===== src/rtl/spi_readbyte.sv =====
// spi_readbyte: SPI mode-0 byte receiver, sclk/mosi/cs_n oversampled on clk.
// SPI_READBYTE_TIMEOUT_EN adds a partial-byte inactivity timeout (timeout_err).
module spi_readbyte #(
  parameter int MSB_FIRST   = 1,
  parameter int SYNC_STAGES = 2
`ifdef SPI_READBYTE_TIMEOUT_EN
  ,
  parameter int TIMEOUT_CYCLES = 1024
`endif
) (
  input  logic       clk,
  input  logic       rst_n,
  input  logic       ena_read,
  input  logic       cs_n,
  input  logic       sclk,
  input  logic       mosi,
  output logic [7:0] data_out,
  output logic       read_done,
  output logic       busy
`ifdef SPI_READBYTE_TIMEOUT_EN
  ,
  output logic       timeout_err
`endif
);

  typedef enum logic {IDLE, SHIFT} state_t;

  state_t r_state;
  state_t w_state_nxt;

  logic [SYNC_STAGES-1:0] r_sclk_sh;
  logic [SYNC_STAGES-1:0] r_mosi_sh;
  logic [SYNC_STAGES-1:0] r_csn_sh;
  logic                   r_sclk_prev;
  logic [7:0]             r_sr;
  logic [2:0]             r_cnt;
  logic                   r_pend;

  logic       w_sclk;
  logic       w_mosi;
  logic       w_csn;
  logic       w_rise;
  logic       w_abort;
  logic       w_drop;
  logic [7:0] w_sr_nxt;

  assign w_sclk  = r_sclk_sh[SYNC_STAGES-1];
  assign w_mosi  = r_mosi_sh[SYNC_STAGES-1];
  assign w_csn   = r_csn_sh[SYNC_STAGES-1];
  assign w_rise  = w_sclk & ~r_sclk_prev;
  assign w_abort = ~ena_read | w_csn;
  assign busy    = (r_state == SHIFT) && (r_cnt != 3'd0);

  assign w_sr_nxt = (MSB_FIRST != 0) ? {r_sr[6:0], w_mosi}
                                     : {w_mosi, r_sr[7:1]};

  // mosi shares sclk's delay so the sampled bit lines up with its edge
  always_ff @(posedge clk or negedge rst_n) begin
    if (!rst_n) begin
      r_sclk_sh   <= '0;
      r_mosi_sh   <= '0;
      r_csn_sh    <= '1;
      r_sclk_prev <= 1'b0;
    end else begin
      r_sclk_sh   <= {r_sclk_sh[SYNC_STAGES-2:0], sclk};
      r_mosi_sh   <= {r_mosi_sh[SYNC_STAGES-2:0], mosi};
      r_csn_sh    <= {r_csn_sh[SYNC_STAGES-2:0], cs_n};
      r_sclk_prev <= w_sclk;
    end
  end

  always_ff @(posedge clk or negedge rst_n) begin
    if (!rst_n) begin
      r_state <= IDLE;
    end else begin
      r_state <= w_state_nxt;
    end
  end

  always_comb begin
    w_state_nxt = r_state;
    unique case (r_state)
      IDLE:  if (ena_read && !w_csn) w_state_nxt = SHIFT;
      SHIFT: if (w_abort) w_state_nxt = IDLE;
    endcase
  end

  // abort outranks a coincident 8th edge; byte lands one cycle after it
  always_ff @(posedge clk or negedge rst_n) begin
    if (!rst_n) begin
      r_sr      <= 8'h00;
      r_cnt     <= 3'd0;
      r_pend    <= 1'b0;
      data_out  <= 8'h00;
      read_done <= 1'b0;
    end else begin
      r_pend    <= 1'b0;
      read_done <= r_pend;
      if (r_pend) data_out <= r_sr;
      if (r_state != SHIFT || w_abort || w_drop) begin
        r_cnt <= 3'd0;
      end else if (w_rise) begin
        r_sr   <= w_sr_nxt;
        r_cnt  <= r_cnt + 3'd1;
        r_pend <= (r_cnt == 3'd7);
      end
    end
  end

`ifdef SPI_READBYTE_TIMEOUT_EN
  localparam int TW = (TIMEOUT_CYCLES > 1) ? $clog2(TIMEOUT_CYCLES) : 1;
  localparam logic [TW-1:0] TO_MAX = TW'(TIMEOUT_CYCLES - 1);

  logic [TW-1:0] r_to;

  assign w_drop = (r_state == SHIFT) && (r_cnt != 3'd0) &&
                  !w_rise && (r_to == TO_MAX);

  always_ff @(posedge clk or negedge rst_n) begin
    if (!rst_n) begin
      r_to        <= '0;
      timeout_err <= 1'b0;
    end else begin
      timeout_err <= w_drop & ~w_abort;
      if (r_state != SHIFT || w_rise || r_cnt == 3'd0 || w_drop) begin
        r_to <= '0;
      end else begin
        r_to <= r_to + 1'b1;
      end
    end
  end
`else
  assign w_drop = 1'b0;
`endif

endmodule


===== config.mk =====
export PLATFORM = sky130hd
export DESIGN_NAME = spi_readbyte
export DESIGN_NICKNAME = d
export VERILOG_FILES = /design/src/rtl/spi_readbyte.sv
export SDC_FILE = /design/constraint.sdc
export NUM_CORES = 1
export LEC_CHECK = 0
export CAP_MARGIN = 20
export CORE_MARGIN = 3
export CORE_UTILIZATION = 46
export CTS_BUF_LIST = sky130_fd_sc_hd__clkbuf_16
export DETAILED_ROUTE_END_ITERATION = 10
export GPL_TIMING_DRIVEN = 1
export HOLD_SLACK_MARGIN = 0.06
export MAX_ROUTING_LAYER = met4
export PLACE_DENSITY_LB_ADDON = 0.25
export SYNTH_ARGS = -nofsm -noshare
export SYNTH_HDL_FRONTEND = slang
export SYNTH_SLANG_ARGS = --single-unit

===== constraint.sdc =====
create_clock -name clk -period 1.1 [get_ports clk]
set_input_delay 0.22 -clock clk [delete_from_list [all_inputs] [get_ports clk]]
set_output_delay 0.22 -clock clk [all_outputs]
set_load 0.01 [all_outputs]

==> run summary <==
Seq/Total Area, Yosys -> 0.674
Clk buf depth -> 2
IO Pins -> 16
Reg2reg path depth -> 5
FF-to-FF End -> r_cnt[2]
CTS Buf Count -> 5
Worst IR Drop VDD -> 1250 µV
Tcrit/Tclk final -> 1.18
# H-tree levels -> 2
CTS sink cnt -> 29
Number of vias in the routed layout -> 601
Hold slack final -> 0.312 ns
Ys Warns -> 0
Area of the multi-input gates -> 393 µm²
WP data arrival -> 1.07 ns
Pwr dens -> 1800 nW/µm²
Die Wd -> 54.5 µm
Combinational Power Share -> 0.039
Wire length per cell -> 14.5 µm
IO buf count -> 15
Synth unique cells -> 18
Setup WS post-layout -> -0.194 ns
Non-filler cells, final -> 125
Static Leak -> 0.766 nW
Die Height -> 54.5 µm
DRC viols -> 0
Layout cell share with drive strength beyond 1 -> 0.531
RSZ-0062 raised after global routing -> yes
Initial antenna violation count -> 0
Sequential Area -> 729 µm²
Post-Syn Nets -> 76
Reg2reg setup slack -> -0.13 ns
Total Routed Length -> 1810 µm
Design area -> 1500 µm²
Reg2Reg Launch Point -> r_cnt[0]
Internal power -> 0.00221 W
Hold Vio Cnt, Final -> 0
Share of power burned in registers -> 0.416
Iter 0 DRT Violations -> 9
Placed Instances -> 116
Diodes inserted -> 0
Min Tclk post-route -> 1.29 ns
#FFs+latches synth -> 29
Req. time, crit path -> 0.88 ns
Post-CTS setup buffer count -> 0
Crit Path Class -> register to primary output
Largest net degree at the start of global routing -> 30
Synth Instances -> 67
Nets -> 106
Max Fclk -> 773 MHz
Number of global-route vias before repair -> 674
Core footprint -> 2080 µm²
First-pass GRT wire length -> 3100 µm
Status -> finished with violations
Clock group share of total power -> 0.545
PnR Total Power -> 0.00270 W
Clk_skew -> 0.00495 ns
Post-route ant nets -> 0
Clock Tree Root -> clkbuf_16
Clock slew at reported path FFs -> 0.05 ns
GRT overflow -> 0
Post-Syn Area -> 1080 µm²
Fillers -> 148
Startpoint types -> register
Worst Tran Pin Value -> 0.209 ns
GPL Wtd Cong -> 0.767
Failing checks -> negative setup slack
Vias/cell -> 4.81
Final setup viols -> 11
Core Rows -> 16
Initial Util -> 0.519
Crit-path max FO -> 2
Crit. End Element -> primary output
Die area -> 2970 µm²
CTS tree -> built
Relative slew slack -> 0.861
Worst skew pair latency -> 0.27 ns
Max cap viols -> 0
Post-DP HPWL -> 1060 µm
Fin. max-slew vios -> 0
GRT Total Usage -> 0.162
Psw -> 0.000491 W
Syn avg cell area -> 16.1 µm²
DRT Pass-1 Iters -> 4
Worst Hold Class -> input port to async pin
DP Area -> 1330 µm²
Layout area overhead -> 38.9%
Net Sw Frac -> 0.182
-- state kept, by name (all words and copies together) (netlist names) --
register,count
data_out,8
r_cnt,3
r_csn_sh,2
r_mosi_sh,2
r_pend,1
r_sclk_prev,1
r_sclk_sh,2
r_sr,8
r_state,1
read_done,1
-- logic make-up (layout without fill, tap and decap cells) --
| kind of cell | Yosys count | after routing | share of synthesized area |
|---|---|---|---|
| xor gates and xnor gates | 1 | 1 | 0.00810 |
| and+or+nand+nor | 11 | 12 | 0.0856 |
| adders and majority gates | 3 | 3 | 0.0347 |
| DFF | 29 | 29 | 0.674 |
| AOI/OAI and AO/OA | 3 | 3 | 0.0162 |
| muxes | 16 | 16 | 0.167 |
| buffers and inverters | 4 | 34 | 0.0150 |
-- cell type report --
type                       instances  share of cell area
sequential                        29               0.486
multi-input combinational         35               0.262
timing repair buffer              23               0.114
clock buffer                       5              0.0833
clock inverter                     3              0.0250
tap                               27              0.0225
inverter                           3             0.00750
-- layer usage --
| metal | GRT usage | part of all wire | vias to the layer above |
|---|---|---|---|
| met3 | 0.0654 | 0.056 | 0 |
| met1 | 0.185 | 0.42 | 302 |
| met4 | 0.0747 | 0 | 0 |
| li1 | - | - | 284 |
| met2 | 0.249 | 0.52 | 15 |
| met5 | - | 0 | - |
-- worst max-delay path by stage --
stage | startpoint | to | cells after the start
after floorplan | r_csn_sh[1] | r_sr[2] | 3
after global placement | ena_read | r_sr[3] | 4
after detailed placement | ena_read | r_sr[5] | 4
after CTS | r_cnt[0] | busy | 4
after global routing | r_cnt[0] | busy | 4
final | r_cnt[0] | busy | 4
-- synthesized netlist by cell type --
| master | number | area, µm² |
|---|---|---|
| nand2b_4 | 1 | 13.8 |
| mux2_2 | 14 | 158 |
| mux2_1 | 2 | 22.5 |
| and2_1 | 1 | 6.26 |
| nand3b_4 | 1 | 20.0 |
| inv_1 | 3 | 11.3 |
| a21oi_1 | 2 | 10.0 |
| xnor2_1 | 1 | 8.76 |
| nor2_8 | 1 | 20.0 |
| and2b_1 | 1 | 7.51 |
| dfrtp_1 | 27 | 676 |
| nor2b_1 | 1 | 6.26 |
| buf_2 | 1 | 5.00 |
| nor2_1 | 1 | 3.75 |
| a21boi_0 | 1 | 7.51 |
| nand2_1 | 4 | 15.0 |
| ha_1 | 3 | 37.5 |
| dfstp_2 | 2 | 52.6 |
-- layout by cell type, fill, tap and decap left out, types with 2 or more instances in the layout --
cell	netlist	final
buf_2	1	8
buf_4	0	7
clkbuf_16	0	5
clkbuf_2	0	2
clkdlybuf4s50_1	0	4
dfrtp_1	27	26
dfstp_2	2	2
ha_2	0	3
inv_1	3	4
mux2_2	14	8
mux2_4	0	8
nand2_1	4	4
-- power by group through the flow --
stage	Clock [W]	Combinational, W	Sequential, W
5_1_grt	0.00155	0.000116	0.00113
6_report	0.00147	0.000106	0.00112
3_3_place_gp	0	0.0000916	0.00113
4_1_cts	0.00151	0.000108	0.00112
2_1_floorplan	0	0.0000304	0.00113
3_5_place_dp	0	0.0000932	0.00114
-- repair_timing --
action                     4_1_cts  5_1_grt
cloned                           1        0
resized for setup               44        9
hold buffers                     0        0
pin swaps                        5        2
setup endpoints to repair       20       26
-- critical path, cell delays in order (launching register included) --
cell      delay [ns]
dfrtp_1         0.35
inv_1           0.05
ha_2            0.18
a21boi_2        0.10
buf_2           0.13
-- stage by stage --
step / util / TNS, ns / worst slack (ns)
after floorplan: - / -0.308 / -0.0386
after global placement: 0.640 / -3.84 / -0.393
after detailed placement: 0.640 / -4.14 / -0.427
after CTS: 0.739 / -1.07 / -0.201
after global routing: 0.721 / -1.29 / -0.232
final: 0.721 / -0.893 / -0.194
Power figures use the tool's default switching activity.
